File: src/rtl/decoder_req_sched_if.sv
// Request, decoder and response signals of the decoder request scheduler.
// The scheduler uses the slave modport; the environment uses the master modport.
interface decoder_req_sched_if #(
  parameter int IN_W  = 7,
  parameter int OUT_W = 8
);
  logic             req0_valid;
  logic [IN_W-1:0]  req0_code;
  logic             req0_ready;
  logic             req1_valid;
  logic [IN_W-1:0]  req1_code;
  logic             req1_ready;
  logic [IN_W-1:0]  dec_in;
  logic [OUT_W-1:0] dec_out;
  logic             rsp_valid;
  logic             rsp_ready;
  logic             rsp_id;
  logic [OUT_W-1:0] rsp_data;
  logic             busy;
  logic [7:0]       done_cnt;

  modport slave (
    input  req0_valid, req0_code, req1_valid, req1_code, dec_out, rsp_ready,
    output req0_ready, req1_ready, dec_in, rsp_valid, rsp_id, rsp_data, busy, done_cnt
  );

  modport master (
    output req0_valid, req0_code, req1_valid, req1_code, dec_out, rsp_ready,
    input  req0_ready, req1_ready, dec_in, rsp_valid, rsp_id, rsp_data, busy, done_cnt
  );
endinterface

File: src/rtl/decoder_req_sched.sv
// Round-robin scheduler for two requesters sharing one combinational decoder:
// holds the granted code on dec_in for SETTLE cycles, then returns the result.
module decoder_req_sched #(
  parameter int IN_W   = 7,
  parameter int OUT_W  = 8,
  parameter int SETTLE = 2
) (
  input logic                clock,
  input logic                reset,
  decoder_req_sched_if.slave bus
);
  typedef enum logic [1:0] {IDLE, DRIVE, RESP} state_t;

  localparam logic [3:0] SETTLE_INIT = 4'(SETTLE - 1);

  state_t           state_reg;
  logic             last_grant_reg;
  logic [3:0]       settle_cnt_reg;
  logic [IN_W-1:0]  dec_in_reg;
  logic             rsp_valid_reg;
  logic             rsp_id_reg;
  logic [OUT_W-1:0] rsp_data_reg;
  logic             busy_reg;
  logic [7:0]       done_cnt_reg;

  logic             idle;
  logic             grant0;
  logic             grant1;
  logic [IN_W-1:0]  accept_code;

  // On a tie the requester that did not win last time is granted.
  assign idle        = (state_reg == IDLE);
  assign grant0      = idle && bus.req0_valid && (!bus.req1_valid || last_grant_reg);
  assign grant1      = idle && bus.req1_valid && (!bus.req0_valid || !last_grant_reg);
  assign accept_code = grant1 ? bus.req1_code : bus.req0_code;

  assign bus.req0_ready = grant0;
  assign bus.req1_ready = grant1;
  assign bus.dec_in     = dec_in_reg;
  assign bus.rsp_valid  = rsp_valid_reg;
  assign bus.rsp_id     = rsp_id_reg;
  assign bus.rsp_data   = rsp_data_reg;
  assign bus.busy       = busy_reg;
  assign bus.done_cnt   = done_cnt_reg;

  always_ff @(posedge clock or posedge reset) begin
    if (reset) begin
      state_reg      <= IDLE;
      last_grant_reg <= 1'b1;
      settle_cnt_reg <= '0;
      dec_in_reg     <= '0;
      rsp_valid_reg  <= 1'b0;
      rsp_id_reg     <= 1'b0;
      rsp_data_reg   <= '0;
      busy_reg       <= 1'b0;
      done_cnt_reg   <= '0;
    end else begin
      case (state_reg)
        IDLE: begin
          if (grant0 || grant1) begin
            dec_in_reg     <= accept_code;
            rsp_id_reg     <= grant1;
            last_grant_reg <= grant1;
            settle_cnt_reg <= SETTLE_INIT;
            busy_reg       <= 1'b1;
            state_reg      <= DRIVE;
          end
        end
        DRIVE: begin
          // dec_in stays frozen here so the decoder output can settle.
          if (settle_cnt_reg != 4'd0) begin
            settle_cnt_reg <= settle_cnt_reg - 4'd1;
          end else begin
            rsp_data_reg  <= bus.dec_out;
            rsp_valid_reg <= 1'b1;
            state_reg     <= RESP;
          end
        end
        RESP: begin
          if (bus.rsp_ready) begin
            rsp_valid_reg <= 1'b0;
            done_cnt_reg  <= done_cnt_reg + 8'd1;
            busy_reg      <= 1'b0;
            state_reg     <= IDLE;
          end
        end
        default: state_reg <= IDLE;
      endcase
    end
  end
endmodule

File: src/flat_wrapper.sv
// flat-port wrapper written by rule: the top's interface ports become plain ports
module decoder_req_sched_flat 
#(
  parameter int IN_W   = 7,
  parameter int OUT_W  = 8,
  parameter int SETTLE = 2
)
  (clock, reset, bus_req0_valid, bus_req0_code, bus_req1_valid, bus_req1_code, bus_dec_out, bus_rsp_ready, bus_req0_ready, bus_req1_ready, bus_dec_in, bus_rsp_valid, bus_rsp_id, bus_rsp_data, bus_busy, bus_done_cnt);
  decoder_req_sched_if #(.IN_W(IN_W), .OUT_W(OUT_W)) bus_i ();
  input logic clock;
  input logic reset;
  input wire logic [$bits(bus_i.req0_valid)-1:0] bus_req0_valid;
  input wire logic [$bits(bus_i.req0_code)-1:0] bus_req0_code;
  input wire logic [$bits(bus_i.req1_valid)-1:0] bus_req1_valid;
  input wire logic [$bits(bus_i.req1_code)-1:0] bus_req1_code;
  input wire logic [$bits(bus_i.dec_out)-1:0] bus_dec_out;
  input wire logic [$bits(bus_i.rsp_ready)-1:0] bus_rsp_ready;
  output wire logic [$bits(bus_i.req0_ready)-1:0] bus_req0_ready;
  output wire logic [$bits(bus_i.req1_ready)-1:0] bus_req1_ready;
  output wire logic [$bits(bus_i.dec_in)-1:0] bus_dec_in;
  output wire logic [$bits(bus_i.rsp_valid)-1:0] bus_rsp_valid;
  output wire logic [$bits(bus_i.rsp_id)-1:0] bus_rsp_id;
  output wire logic [$bits(bus_i.rsp_data)-1:0] bus_rsp_data;
  output wire logic [$bits(bus_i.busy)-1:0] bus_busy;
  output wire logic [$bits(bus_i.done_cnt)-1:0] bus_done_cnt;
  assign bus_i.req0_valid = bus_req0_valid;
  assign bus_i.req0_code = bus_req0_code;
  assign bus_i.req1_valid = bus_req1_valid;
  assign bus_i.req1_code = bus_req1_code;
  assign bus_i.dec_out = bus_dec_out;
  assign bus_i.rsp_ready = bus_rsp_ready;
  assign bus_req0_ready = bus_i.req0_ready;
  assign bus_req1_ready = bus_i.req1_ready;
  assign bus_dec_in = bus_i.dec_in;
  assign bus_rsp_valid = bus_i.rsp_valid;
  assign bus_rsp_id = bus_i.rsp_id;
  assign bus_rsp_data = bus_i.rsp_data;
  assign bus_busy = bus_i.busy;
  assign bus_done_cnt = bus_i.done_cnt;
  decoder_req_sched #(.IN_W(IN_W), .OUT_W(OUT_W), .SETTLE(SETTLE)) u_core (.clock(clock), .reset(reset), .bus(bus_i));
endmodule
File: config.mk
export PLATFORM = sky130hd
export DESIGN_NAME = decoder_req_sched_flat
export DESIGN_NICKNAME = d
export VERILOG_FILES = /design/src/rtl/decoder_req_sched_if.sv /design/src/rtl/decoder_req_sched.sv /design/src/flat_wrapper.sv
export SDC_FILE = /design/constraint.sdc
export NUM_CORES = 1
export LEC_CHECK = 0
export CORE_MARGIN = 2
export CORE_UTILIZATION = 48
export CTS_CLUSTER_SIZE = 14
export DETAILED_ROUTE_END_ITERATION = 16
export PLACE_DENSITY = 0.88
export SLEW_MARGIN = 30
export SYNTH_ARGS = -nofsm -noshare
export SYNTH_HDL_FRONTEND = slang
export SYNTH_SLANG_ARGS = --single-unit
File: constraint.sdc
create_clock -name clock -period 3.1 [get_ports clock]
set_input_delay 0.775 -clock clock [delete_from_list [all_inputs] [get_ports clock]]
set_output_delay 0.775 -clock clock [all_outputs]
set_load 0.01 [all_outputs]
* Yosys cells after proc, flatten, opt, wreduce, memory -nomap -nowiden
Index checks and enable logic that the tools add are counted.
W data, S select, Z words.
** Word-level totals
- Output and inout bits :: 28
- ROM bits :: 0
- Logic and storage cells :: 53
- Register bits after elaboration :: 33
- Memory bits (writable) :: 0
- Memories kept :: 0
- Latch bits :: 0
** Operators by class
- Reduce and logical (&&, ||, !) cells :: 22
- Shift operators :: 0
- Equality and inequality tests :: 6
- Add/subtract/negate cells :: 2
- Div/mod/pow operators :: 0
- $lt $le $gt $ge :: 0
- Multipliers :: 0
- Muxes and demuxes :: 13
- Bitwise logic cells :: 1
** Operator list (count)
- $reduce_and A3 Y1 :: 4
- $add A8 B1 Y8 const B :: 1
- $mux W4 :: 2
- $pmux W4 S2 :: 1
- $mux W7 :: 1
- $mux W2 :: 3
- $ne A2 B2 Y1 const B :: 3
- $pmux W2 S3 :: 1
- $reduce_and A2 Y1 :: 3
- $reduce_bool A2 Y1 :: 3
- $logic_and A1 B1 Y1 :: 4
- $pmux W1 S2 :: 2
- $reduce_bool A4 Y1 :: 1
- $sub A4 B1 Y4 const B :: 1
- $logic_not A1 Y1 :: 3
- $logic_or A1 B1 Y1 :: 3
- $mux W1 :: 3
- $eq A2 B1 Y1 const B :: 1
- $eq A2 B2 Y1 const B :: 1
- $logic_not A2 Y1 :: 1
- $ne A2 B1 Y1 const B :: 1
- $not A1 Y1 :: 1

* Longest topological paths before layout
Gate-level depths: netlist of the first run.
- Word-level depth :: 6
- Mapped depth :: 6

* Worst setup path before layout of the first run
Ideal clock, no wire load.
- Kind :: input to output
- From :: input port bus_req0_valid
- To :: output port bus_req1_ready
- Stages :: 4
- Path buffers :: 1
- Slack :: 0.891 ns
- Arrival time :: 1.434 ns
- Path through :: clkbuf_1 nand2_1 nand3_1 inv_1
** Between the ends
- Longest elaborated chain between the ends :: 3
** RTL lines
- start: declaration :: line flat_wrapper.sv:12 : input wire logic [$bits(bus_i.req0_valid)-1:0] bus_req0_valid;
- $logic_not A1 Y1 :: line decoder_req_sched.sv:34 : assign grant1 = idle && bus.req1_valid && (!bus.req0_valid || !last_grant_reg);
- $logic_or A1 B1 Y1 :: line decoder_req_sched.sv:34
- $logic_and A1 B1 Y1 :: line decoder_req_sched.sv:34
- end: declaration :: line flat_wrapper.sv:19 : output wire logic [$bits(bus_i.req1_ready)-1:0] bus_req1_ready;
No other way between the ends.

* Final worst setup path of the first run
- From :: input port bus_req1_valid
- To :: output port bus_req0_ready
** Between the ends
- Longest elaborated chain between the ends :: 3
** RTL lines
- start: declaration :: line flat_wrapper.sv:14 : input wire logic [$bits(bus_i.req1_valid)-1:0] bus_req1_valid;
- $logic_not A1 Y1 :: line decoder_req_sched.sv:33 : assign grant0 = idle && bus.req0_valid && (!bus.req1_valid || last_grant_reg);
- $logic_or A1 B1 Y1 :: line decoder_req_sched.sv:33
- $logic_and A1 B1 Y1 :: line decoder_req_sched.sv:33
- end: declaration :: line flat_wrapper.sv:18 : output wire logic [$bits(bus_i.req0_ready)-1:0] bus_req0_ready;
No other way between the ends.

==> results of run 1 <==
[cell usage after synthesis, drive strengths merged, types with 2 or more instances]
master,count
o2111ai,7
nor3,4
o211ai,8
buf,3
mux2,8
nor3b,3
nand4,3
nand3,2
inv,14
nand2,7
clkbuf,3
o21ai,8
nor2,5
or2,2
xnor2,4
ha,3
a21o,4
xor2,3
dfrtp,32
[critical path, delay by kind of cell]
kind / cells / cell delay (ns)
buffers and inverters: 4 / 1.20
AO/OA/AOI/OAI: 1 / 0.26
[final cells by class]
class	instances	area [um^2]	share of cell area, %
clock buffers	7	65.1	2.93
clock inverters	1	5.00	0.225
inverters	14	52.6	2.37
multi-input cells	85	644	29.0
flip-flops and latches	33	827	37.3
well taps	44	55.1	2.48
repair buffers	58	571	25.7
[logic make-up after synthesis]
family	Yosys count	share of synthesized area (%)
xor+xnor	7	3.91
fa+ha+maj	3	2.39
flops	33	52.7
compound gates	32	15.3
mux	9	6.38
simple gates	34	13.1
buf+inv	20	6.22
[stage by stage]
stage / std cells / worst slack (ns)
after floorplan: 138 / 0.891
after CTS: 242 / 0.110
final: 242 / 0.0976
after global placement: 234 / 0.160
after global routing: 242 / 0.0404
after detailed placement: 234 / 0.125
[worst paths after layout]
check,end,cells after the start,slack [ns],startpoint
max in group asynchronous,u_core.last_grant_reg,3,1.93,reset
min,u_core.bus.done_cnt[7],1,0.48,u_core.bus.done_cnt[7]
min in group asynchronous,u_core.bus.rsp_data[5],3,0.85,reset
min reg2reg,u_core.bus.done_cnt[7],1,0.48,u_core.bus.done_cnt[7]
max,bus_req0_ready,5,0.1,bus_req1_valid
max reg2reg,u_core.bus.rsp_data[0],5,0.91,u_core.settle_cnt_reg[1]
[power by group]
group	leakage (nW)	switching [W]	total, W	internal (W)
combinational	0.545	0.000361	0.000864	0.000503
clock	0.0413	0.000139	0.000270	0.000131
sequential	0.406	0.000150	0.000759	0.000610
total	0.992	0.000650	0.00189	0.00124
[per-layer routing]
metal / wire [um] / vias to the layer above / GRT usage, %
li1: - / 609 / -
met1: 1420 / 645 / 23.7
met2: 1810 / 65 / 38.4
met3: 323 / 8 / 7.98
met4: 53 / 0 / 6.52
met5: 0 / - / 0
==> results.md, run 1 <==
| Group | Result | Reported |
|---|---|---|
| run status | Run status | finished clean |
| run | Max capacitance violation total | 0 |
| drt | DRC violation count after routing | 0 |
| drt | Initial detailed-routing violation count | 49 |
| min path | Hold/Removal Path Class | reg -> reg |
| power and ir drop | IR Drop Worst-Case VDD | 363 uV |
| final layout | Commonest cells after routing, fill and taps aside | sky130_fd_sc_hd__clkdlybuf4s50_1, sky130_fd_sc_hd__dfrtp_1, sky130_fd_sc_hd__inv_1 |
| synthesis | FFs w/ async S/R, synth | 100% |
| final layout | Total number of nets in the final design | 227 |
| placement | Final Wtd Congestion | 0.815 |
| global routing | First-pass GRT wire length | 5760 um |
| clock tree | Gates resized, CTS repair | 0 |
| clock tree | Clk_lat worst skew | 0.33 ns |
| global routing | Residual overflow from global routing | 0 |
| power and ir drop | Static Leak | 0.992 nW |
| final layout | Layout Cell Area excl Fill | 2220 um^2 |
| floorplanning | Row cnt | 20 |
| drt | Via count normalized by instance count | 5.48 |
| global routing | Total Routing Usage GR | 21.5% |
| final layout | Fill cells | 231 |
| power and ir drop | Cell Pwr Density | 853 nW/um^2 |
| placement | Buffers added on ports | 54 |
| floorplanning | Horizontal extent of the die | 61.2 um |
| timing | Final hold slack | 0.479 ns |
| timing | Total Neg Setup Slack | 0 ns |
| timing | Share of the clock period used by the worst path | 96.9% |
| final layout | Area growth from synthesis to layout | 41.5% |
| timing | Hold violation count in the final report | 0 |
| worst setup path | Cell type of the slowest stage on the worst timing path | sky130_fd_sc_hd__clkdlybuf4s50_1 |
| synthesis | Post-synthesis net count | 168 |
| worst setup path | Ordered cell list for the critical path | clkdlybuf4s50_1 > inv_1 > o211ai_1 > inv_1 > clkdlybuf4s50_1 |
| drt | Number of iterations in the first detailed-routing pass | 4 |
| drt | Routed wire length | 3610 um |
| synthesis | Synth Cell Area | 1570 um^2 |
| clock tree | Hold_buf cts | 0 |
| drt | Routed length per instance | 14.9 um |
| synthesis | Post-synthesis average cell area | 11.4 um^2 |
| synthesis | Portion of synthesized cell area occupied by the leading cell type | 51.0% |
| synthesis | Yosys cell types | 38 |
| synthesis | Number of flops mapped to enable cells by yosys | 0 |
| synthesis | Synth Register Bits | 33 |
| synthesis | Yosys warning total | 0 |
| clock tree | Master cell of the clock root buffer | sky130_fd_sc_hd__clkbuf_4 |
| worst setup path | Kind of start point of the critical path | primary input |
| timing | Worst clock skew | 0.00523 ns |
| worst setup path | Req. time, crit path | 2.32 ns |
| drt | Remaining antenna violation count after routing | 0 |
| floorplanning | Starting Density | 51.0% |
| final layout | Share of layout cells above drive strength 1 | 15.7% |
| floorplanning | Area of the core | 3080 um^2 |
| timing | Maximum frequency from static timing analysis | 333 MHz |
| synthesis | Ranking of synthesized cells by area | sky130_fd_sc_hd__dfrtp_1, sky130_fd_sc_hd__mux2_2, sky130_fd_sc_hd__o2111ai_1 |
| clock tree | Post-CTS Setup Bufs | 0 |
| drt | Total via count in the routed design | 1327 |
| timing | Relative slew slack | 50.9% |
| floorplanning | Die span in y | 61.2 um |
| placement | Detail Placement HPWL | 2810 um |
| timing | Setup-failing EPs final | 0 |
| worst setup path | WP data arrival | 2.23 ns |
| synthesis | Sequential share of the synthesized area | 52.7% |
| clock tree | Num CTS Buffers | 5 |
| global routing | Via count of the first global-routing pass | 1283 |
| final layout | Most common library cell in the layout ignoring fill and taps | sky130_fd_sc_hd__clkdlybuf4s50_1 |
| synthesis | Commonest register cell after synthesis | sky130_fd_sc_hd__dfrtp_1 |
| global routing | Number of antenna violations at the first check in global routing | 0 |
| floorplanning | Top-level port count | 55 |
| timing | Slew at the pin closest to its max-slew limit | 0.734 ns |
| final layout | Number of antenna cells inserted | 0 |
| timing | Post-layout minimum cycle time | 3.00 ns |
| placement | Placed standard-cell area | 2150 um^2 |
| synthesis | Synthesized netlist cell count | 138 |
| clock tree | Clock H-tree levels | 2 |
| timing | Count of pins over their slew limit | 0 |
| clock tree | TritonCTS clock tree | yes |
| synthesis | Post-synthesis cell type with the largest combined area | sky130_fd_sc_hd__dfrtp_1 |
| worst setup path | Crit Path Category | in -> out |
| final layout | Post-Route Utilization | 72.1% |
| worst setup path | Top fanout value on the critical path | 4 |
| clock tree | Max Buffers Root-to-Sink | 2 |
| power and ir drop | Tot Pwr | 0.00189 W |
| global routing | Largest net degree at the start of global routing | 34 |
| timing | Unrepaired setup endpoints after global routing | no |
| clock tree | Clock transition time at the flip-flop clock pins of the worst setup and hold paths | 0.10 ns |
| worst setup path | Endpoint class of the critical path | primary output |
| clock tree | Clock sink count | 33 |
| floorplanning | Die Footprint | 3740 um^2 |
| worst setup path | Biggest cell delay along the critical path | 0.54 ns |
Note: power is estimated with default switching activity, not from simulation.
==> run 2, diff against run 1 <==
==> constraint.sdc (replaced) <==
create_clock -name clock -period 3.1 [get_ports clock]
set_input_delay 0.775 -clock clock [delete_from_list [all_inputs] [get_ports clock]]
set_output_delay 0.775 -clock clock [all_outputs]
set_load 0.1 [all_outputs]
==> run 2 against run 1 <==
Utilization shrank 2.0 points; routed wire length down 4.6%; global-route usage fell by 0.85 points; via count shrank 5.2%; cell count down 0.83%; hold slack got worse by 0.0045 ns; critical path depth unchanged; critical path type unchanged.
==> results.md, run 2 (synthesized netlist as in run 1, its figures left out) <==
| Group | Result | Reported | Change |
|---|---|---|---|
| worst setup path | Kind of start point of the critical path | primary input | unchanged |
| final layout | Number of antenna cells inserted | 0 | unchanged |
| min path | Hold/Removal Path Class | reg -> reg | unchanged |
| worst setup path | Crit Path Category | in -> out | unchanged |
| floorplanning | Die span in y | 61.2 um | unchanged |
| timing | Total Neg Setup Slack | 0 ns | unchanged |
| drt | Initial detailed-routing violation count | 48 | was 49 |
| floorplanning | Area of the core | 3080 um^2 | unchanged |
| worst setup path | Endpoint class of the critical path | primary output | unchanged |
| floorplanning | Horizontal extent of the die | 61.2 um | unchanged |
| floorplanning | Die Footprint | 3740 um^2 | unchanged |
| final layout | Commonest cells after routing, fill and taps aside | sky130_fd_sc_hd__dfrtp_1, sky130_fd_sc_hd__buf_4, sky130_fd_sc_hd__clkdlybuf4s50_1 | was sky130_fd_sc_hd__clkdlybuf4s50_1, sky130_fd_sc_hd__dfrtp_1, sky130_fd_sc_hd__inv_1 |
| worst setup path | Cell mode on critical path | sky130_fd_sc_hd__inv_1 |  |
| placement | Final Wtd Congestion | 0.810 | was 0.815 |
| clock tree | Master cell of the clock root buffer | sky130_fd_sc_hd__clkbuf_4 | unchanged |
| global routing | Largest net degree at the start of global routing | 34 | unchanged |
| timing | Post-layout minimum cycle time | 2.84 ns | was 3.00 ns |
| timing | Count of pins over their slew limit | 0 | unchanged |
| floorplanning | Starting Density | 51.0% | unchanged |
| placement | Buffers added on ports | 54 | unchanged |
| drt | Remaining antenna violation count after routing | 0 | unchanged |
| drt | Total via count in the routed design | 1258 | was 1327 |
| timing | Min setup slack post-route | 0.257 ns | was 0.0976 ns |
| worst setup path | Flop2flop setup slack | 0.90 ns | was 0.91 ns |
| worst setup path | Biggest cell delay along the critical path | 0.54 ns | about the same |
| timing | Slew at the pin closest to its max-slew limit | 0.721 ns | was 0.734 ns |
| clock tree | Clock H-tree levels | 2 | unchanged |
| run | Max capacitance violation total | 0 | unchanged |
| drt | Number of iterations in the first detailed-routing pass | 4 | unchanged |
| clock tree | TritonCTS clock tree | yes | unchanged |
| worst setup path | Cell type of the slowest stage on the worst timing path | sky130_fd_sc_hd__clkdlybuf4s50_1 | unchanged |
| floorplanning | Top-level port count | 55 | unchanged |
| run status | Run status | finished clean | unchanged |
| global routing | Via count of the first global-routing pass | 1265 | was 1283 |
| worst setup path | Req. time, crit path | 2.32 ns | about the same |
| worst setup path | Ordered cell list for the critical path | clkdlybuf4s50_1 > inv_1 > o211ai_1 > inv_1 > buf_12 | was clkdlybuf4s50_1 > inv_1 > o211ai_1 > inv_1 > clkdlybuf4s50_1 |
| timing | Unrepaired setup endpoints after global routing | no | unchanged |
| final layout | Post-Route Utilization | 70.2% | was 72.1% |
| final layout | Share of layout cells above drive strength 1 | 29.1% | was 15.7% |
| clock tree | Clk_lat worst skew | 0.33 ns | about the same |
| global routing | First-pass GRT wire length | 5640 um | was 5760 um |
| final layout | Most common library cell in the layout ignoring fill and taps | sky130_fd_sc_hd__dfrtp_1 | was sky130_fd_sc_hd__clkdlybuf4s50_1 |
| timing | Worst clock skew | 0.00598 ns | was 0.00523 ns |
| global routing | Residual overflow from global routing | 0 | unchanged |
| timing | Share of the clock period used by the worst path | 91.7% | was 96.9% |
| drt | Routed wire length | 3450 um | was 3610 um |
| clock tree | Max Buffers Root-to-Sink | 2 | unchanged |
| timing | Relative slew slack | 51.7% | was 50.9% |
| clock tree | Num CTS Buffers | 5 | unchanged |
| timing | Hold violation count in the final report | 0 | unchanged |
| clock tree | Hold_buf cts | 0 | unchanged |
| placement | Worst slack at placement | 0.284 ns | was 0.125 ns |
| final layout | Fill cells | 236 | was 231 |
| clock tree | Post-CTS Setup Bufs | 0 | unchanged |
| floorplanning | Row cnt | 20 | unchanged |
| timing | Setup-failing EPs final | 0 | unchanged |
| final layout | Total number of nets in the final design | 225 | was 227 |
| clock tree | Clock transition time at the flip-flop clock pins of the worst setup and hold paths | 0.10 ns | about the same |
| drt | DRC violation count after routing | 0 | unchanged |
| clock tree | Clock sink count | 33 | unchanged |
| clock tree | Gates resized, CTS repair | 0 | unchanged |
| final layout | Area growth from synthesis to layout | 37.6% | was 41.5% |
| worst setup path | WP data arrival | 2.07 ns | was 2.23 ns |
| worst setup path | Top fanout value on the critical path | 8 | was 4 |
| global routing | Number of antenna violations at the first check in global routing | 0 | unchanged |
| drt | Routed length per instance | 14.4 um | was 14.9 um |
| global routing | Total Routing Usage GR | 20.7% | was 21.5% |
| drt | Via count normalized by instance count | 5.24 | was 5.48 |
| placement | Detail Placement HPWL | 2680 um | was 2810 um |
| timing | Maximum frequency from static timing analysis | 352 MHz | was 333 MHz |
## run 2: cell count changes in the layout (fill, tap and decap cells not counted), sizes merged
| cell | change |
|---|---|
| buf | +26 |
| clkdlybuf4s50 | -28 |
## run 2: stage by stage
stage	hold slack, ns	std cells	cell area [um^2]
CTS	0.477	240	2160
detailed placement	0.459	232	2090
finish	0.474	240	2160
global placement	0.472	232	2090
floorplan	0.492	138	1570
global route	0.521	240	2160
## run 2: final cells by class
cell class	instances	area, um^2	share of cell area, %
clock inverters	1	5.00	0.232
repair buffers	56	510	23.6
flip-flops and latches	33	827	38.3
inverters	14	52.6	2.43
clock buffers	7	65.1	3.01
well taps	44	55.1	2.55
multi-input cells	85	644	29.8
## run 2: path summary, 6_finish.rpt
check	startpoint	endpoint	cells after the start
worst max-delay path	bus_req1_valid	bus_req0_ready	5
worst min-delay path	u_core.bus.done_cnt[7]	u_core.bus.done_cnt[7]	1
worst max register to register	u_core.settle_cnt_reg[1]	u_core.bus.rsp_data[3]	5
worst min register to register	u_core.bus.done_cnt[7]	u_core.bus.done_cnt[7]	1
max in group asynchronous	reset	u_core.last_grant_reg	3
min in group asynchronous	reset	u_core.bus.rsp_data[2]	3
## run 2: per-layer routing
| metal | track usage (%) | share of wire, % | vias to the layer above |
|---|---|---|---|
| met3 | 7.56 | 10 | 4 |
| met1 | 23.4 | 40 | 580 |
| met4 | 4.35 | 0.99 | 0 |
| met5 | 0 | 0 | - |
| li1 | - | - | 607 |
| met2 | 37.2 | 48 | 67 |
## run 2: critical path: cells and delay by family
family,cells,cell delay (ns)
buffers and inverters,4,1.00
AOI/OAI and AO/OA,1,0.29
Power of run 2 is left out: the tool's default activity adds up to more than one toggle a clock period on the data nets, which glitch-free logic cannot reach.
==> run 3, diff against run 2 <==
Settings changed: PLACE_DENSITY 0.88 to unset, PLACE_DENSITY_LB_ADDON set to 0.15.
==> run 3 against run 2 <==
Die area stayed put; cell count stayed put; global-route usage is 0.28 points higher; non-clock buffer count stayed put; clock skew is 0.00055 ns higher; count of clock-buffer cells in the layout is 1 lower; via count hardly changed; setup slack better by 0.016 ns; sequential share of layout area is 0.34 points higher; hold slack better by 0.017 ns; flip-flop and latch count stayed put; highest routed layer unchanged.
==> results.md, run 3 (synthesized netlist as in run 1, its figures left out) <==
| Group | Result | Reported | Change |
|---|---|---|---|
| clock tree | TritonCTS clock tree | yes | unchanged |
| worst setup path | Kind of start point of the critical path | primary input | unchanged |
| timing | Post-layout minimum cycle time | 2.83 ns | was 2.84 ns |
| timing | Count of pins over their slew limit | 0 | unchanged |
| clock tree | Master cell of the clock root buffer | sky130_fd_sc_hd__clkbuf_4 | unchanged |
| floorplanning | Die Footprint | 3740 um^2 | unchanged |
| drt | Via count normalized by instance count | 5.24 | about the same |
| clock tree | Clk_lat worst skew | 0.33 ns | about the same |
| global routing | Total Routing Usage GR | 20.9% | was 20.7% |
| timing | Worst clock skew | 0.00653 ns | was 0.00598 ns |
| final layout | Share of layout cells above drive strength 1 | 28.6% | was 29.1% |
| floorplanning | Row cnt | 20 | unchanged |
| drt | DRC violation count after routing | 0 | unchanged |
| placement | Buffers added on ports | 54 | unchanged |
| timing | Total Neg Setup Slack | 0 ns | unchanged |
| floorplanning | Top-level port count | 55 | unchanged |
| clock tree | Clock sink count | 33 | unchanged |
| worst setup path | Req. time, crit path | 2.32 ns | about the same |
| final layout | Area growth from synthesis to layout | 36.4% | was 37.6% |
| drt | Total via count in the routed design | 1257 | was 1258 |
| global routing | Residual overflow from global routing | 0 | unchanged |
| worst setup path | Crit Path Category | in -> out | unchanged |
| global routing | Via count of the first global-routing pass | 1265 | unchanged |
| timing | Unrepaired setup endpoints after global routing | no | unchanged |
| final layout | Total number of nets in the final design | 225 | unchanged |
| timing | Slew at the pin closest to its max-slew limit | 0.717 ns | was 0.721 ns |
| timing | Final hold slack | 0.491 ns | was 0.474 ns |
| drt | Initial detailed-routing violation count | 60 | was 48 |
| clock tree | Clock H-tree levels | 2 | unchanged |
| worst setup path | WP data arrival | 2.05 ns | was 2.07 ns |
| worst setup path | Endpoint class of the critical path | primary output | unchanged |
| run | Max capacitance violation total | 0 | unchanged |
| timing | Setup-failing EPs final | 0 | unchanged |
| final layout | Most common library cell in the layout ignoring fill and taps | sky130_fd_sc_hd__dfrtp_1 | unchanged |
| global routing | Largest net degree at the start of global routing | 34 | unchanged |
| final layout | Number of antenna cells inserted | 0 | unchanged |
| drt | Remaining antenna violation count after routing | 0 | unchanged |
| timing | Relative slew slack | 52.0% | was 51.7% |
| timing | Maximum frequency from static timing analysis | 354 MHz | was 352 MHz |
| floorplanning | Horizontal extent of the die | 61.2 um | unchanged |
| drt | Number of iterations in the first detailed-routing pass | 4 | unchanged |
| floorplanning | Die span in y | 61.2 um | unchanged |
| run status | Run status | finished clean | unchanged |
| clock tree | Hold_buf cts | 0 | unchanged |
| timing | Hold violation count in the final report | 0 | unchanged |
| clock tree | Gates resized, CTS repair | 0 | unchanged |
| clock tree | Clock transition time at the flip-flop clock pins of the worst setup and hold paths | 0.10 ns | about the same |
| drt | Routed length per instance | 14.5 um | was 14.4 um |
| floorplanning | Starting Density | 51.0% | unchanged |
| min path | Hold/Removal Path Class | reg -> reg | unchanged |
| clock tree | Max Buffers Root-to-Sink | 2 | unchanged |
| worst setup path | Top fanout value on the critical path | 8 | unchanged |
| placement | Final Wtd Congestion | 0.813 | was 0.810 |
| final layout | Commonest cells after routing, fill and taps aside | sky130_fd_sc_hd__dfrtp_1, sky130_fd_sc_hd__buf_4, sky130_fd_sc_hd__clkdlybuf4s50_1 | unchanged |
| drt | Routed wire length | 3480 um | was 3450 um |
| placement | Detail Placement HPWL | 2600 um | was 2680 um |
| floorplanning | Area of the core | 3080 um^2 | unchanged |
| timing | Share of the clock period used by the worst path | 91.2% | was 91.7% |
| clock tree | Num CTS Buffers | 5 | unchanged |
| global routing | Number of antenna violations at the first check in global routing | 0 | unchanged |
| clock tree | Post-CTS Setup Bufs | 0 | unchanged |
| global routing | First-pass GRT wire length | 5640 um | unchanged |
run 3: worst paths after layout:
path,from,to,slack (ns),cells after the start
setup / recovery,bus_req1_valid,bus_req0_ready,0.27,5
hold / removal,u_core.bus.done_cnt[7],u_core.bus.done_cnt[7],0.49,1
setup reg to reg,u_core.settle_cnt_reg[0],u_core.bus.rsp_data[1],0.93,5
hold reg to reg,u_core.bus.done_cnt[7],u_core.bus.done_cnt[7],0.49,1
max in group asynchronous,reset,u_core.last_grant_reg,1.93,3
min in group asynchronous,reset,u_core.state_reg[1],0.84,3
run 3: through the flow:
step	setup slack (ns)	utilization, %	instance area, um^2	instances
global placement	0.314	67.9	2090	232
finish	0.273	69.6	2140	240
floorplan	0.437	-	1570	138
detailed placement	0.293	67.9	2090	232
global route	0.174	69.6	2140	240
CTS	0.286	69.6	2140	240
run 3: critical path, stage by stage:
cell,delay (ns)
sky130_fd_sc_hd__clkdlybuf4s50_1,0.52
sky130_fd_sc_hd__inv_1,0.14
sky130_fd_sc_hd__o211ai_1,0.30
sky130_fd_sc_hd__inv_1,0.13
sky130_fd_sc_hd__buf_12,0.18
run 3: metal layers:
layer	vias up	share of wire (%)	global-route usage, %	wire (um)
li1	610	-	-	-
met1	604	44	25.6	1540
met2	39	50	33.9	1740
met3	4	4.9	7.35	172
met4	0	0.92	8.39	32
met5	-	0	0	0
run 3: cell type report:
type | count | area, um^2
fill | 247 | 937
multi-input combinational | 85 | 644
inverter | 14 | 52.6
timing repair buffer | 56 | 510
clock inverter | 2 | 10.0
tap | 44 | 55.1
sequential | 33 | 827
clock buffer | 6 | 41.3
Power of run 3 is left out for the same reason.
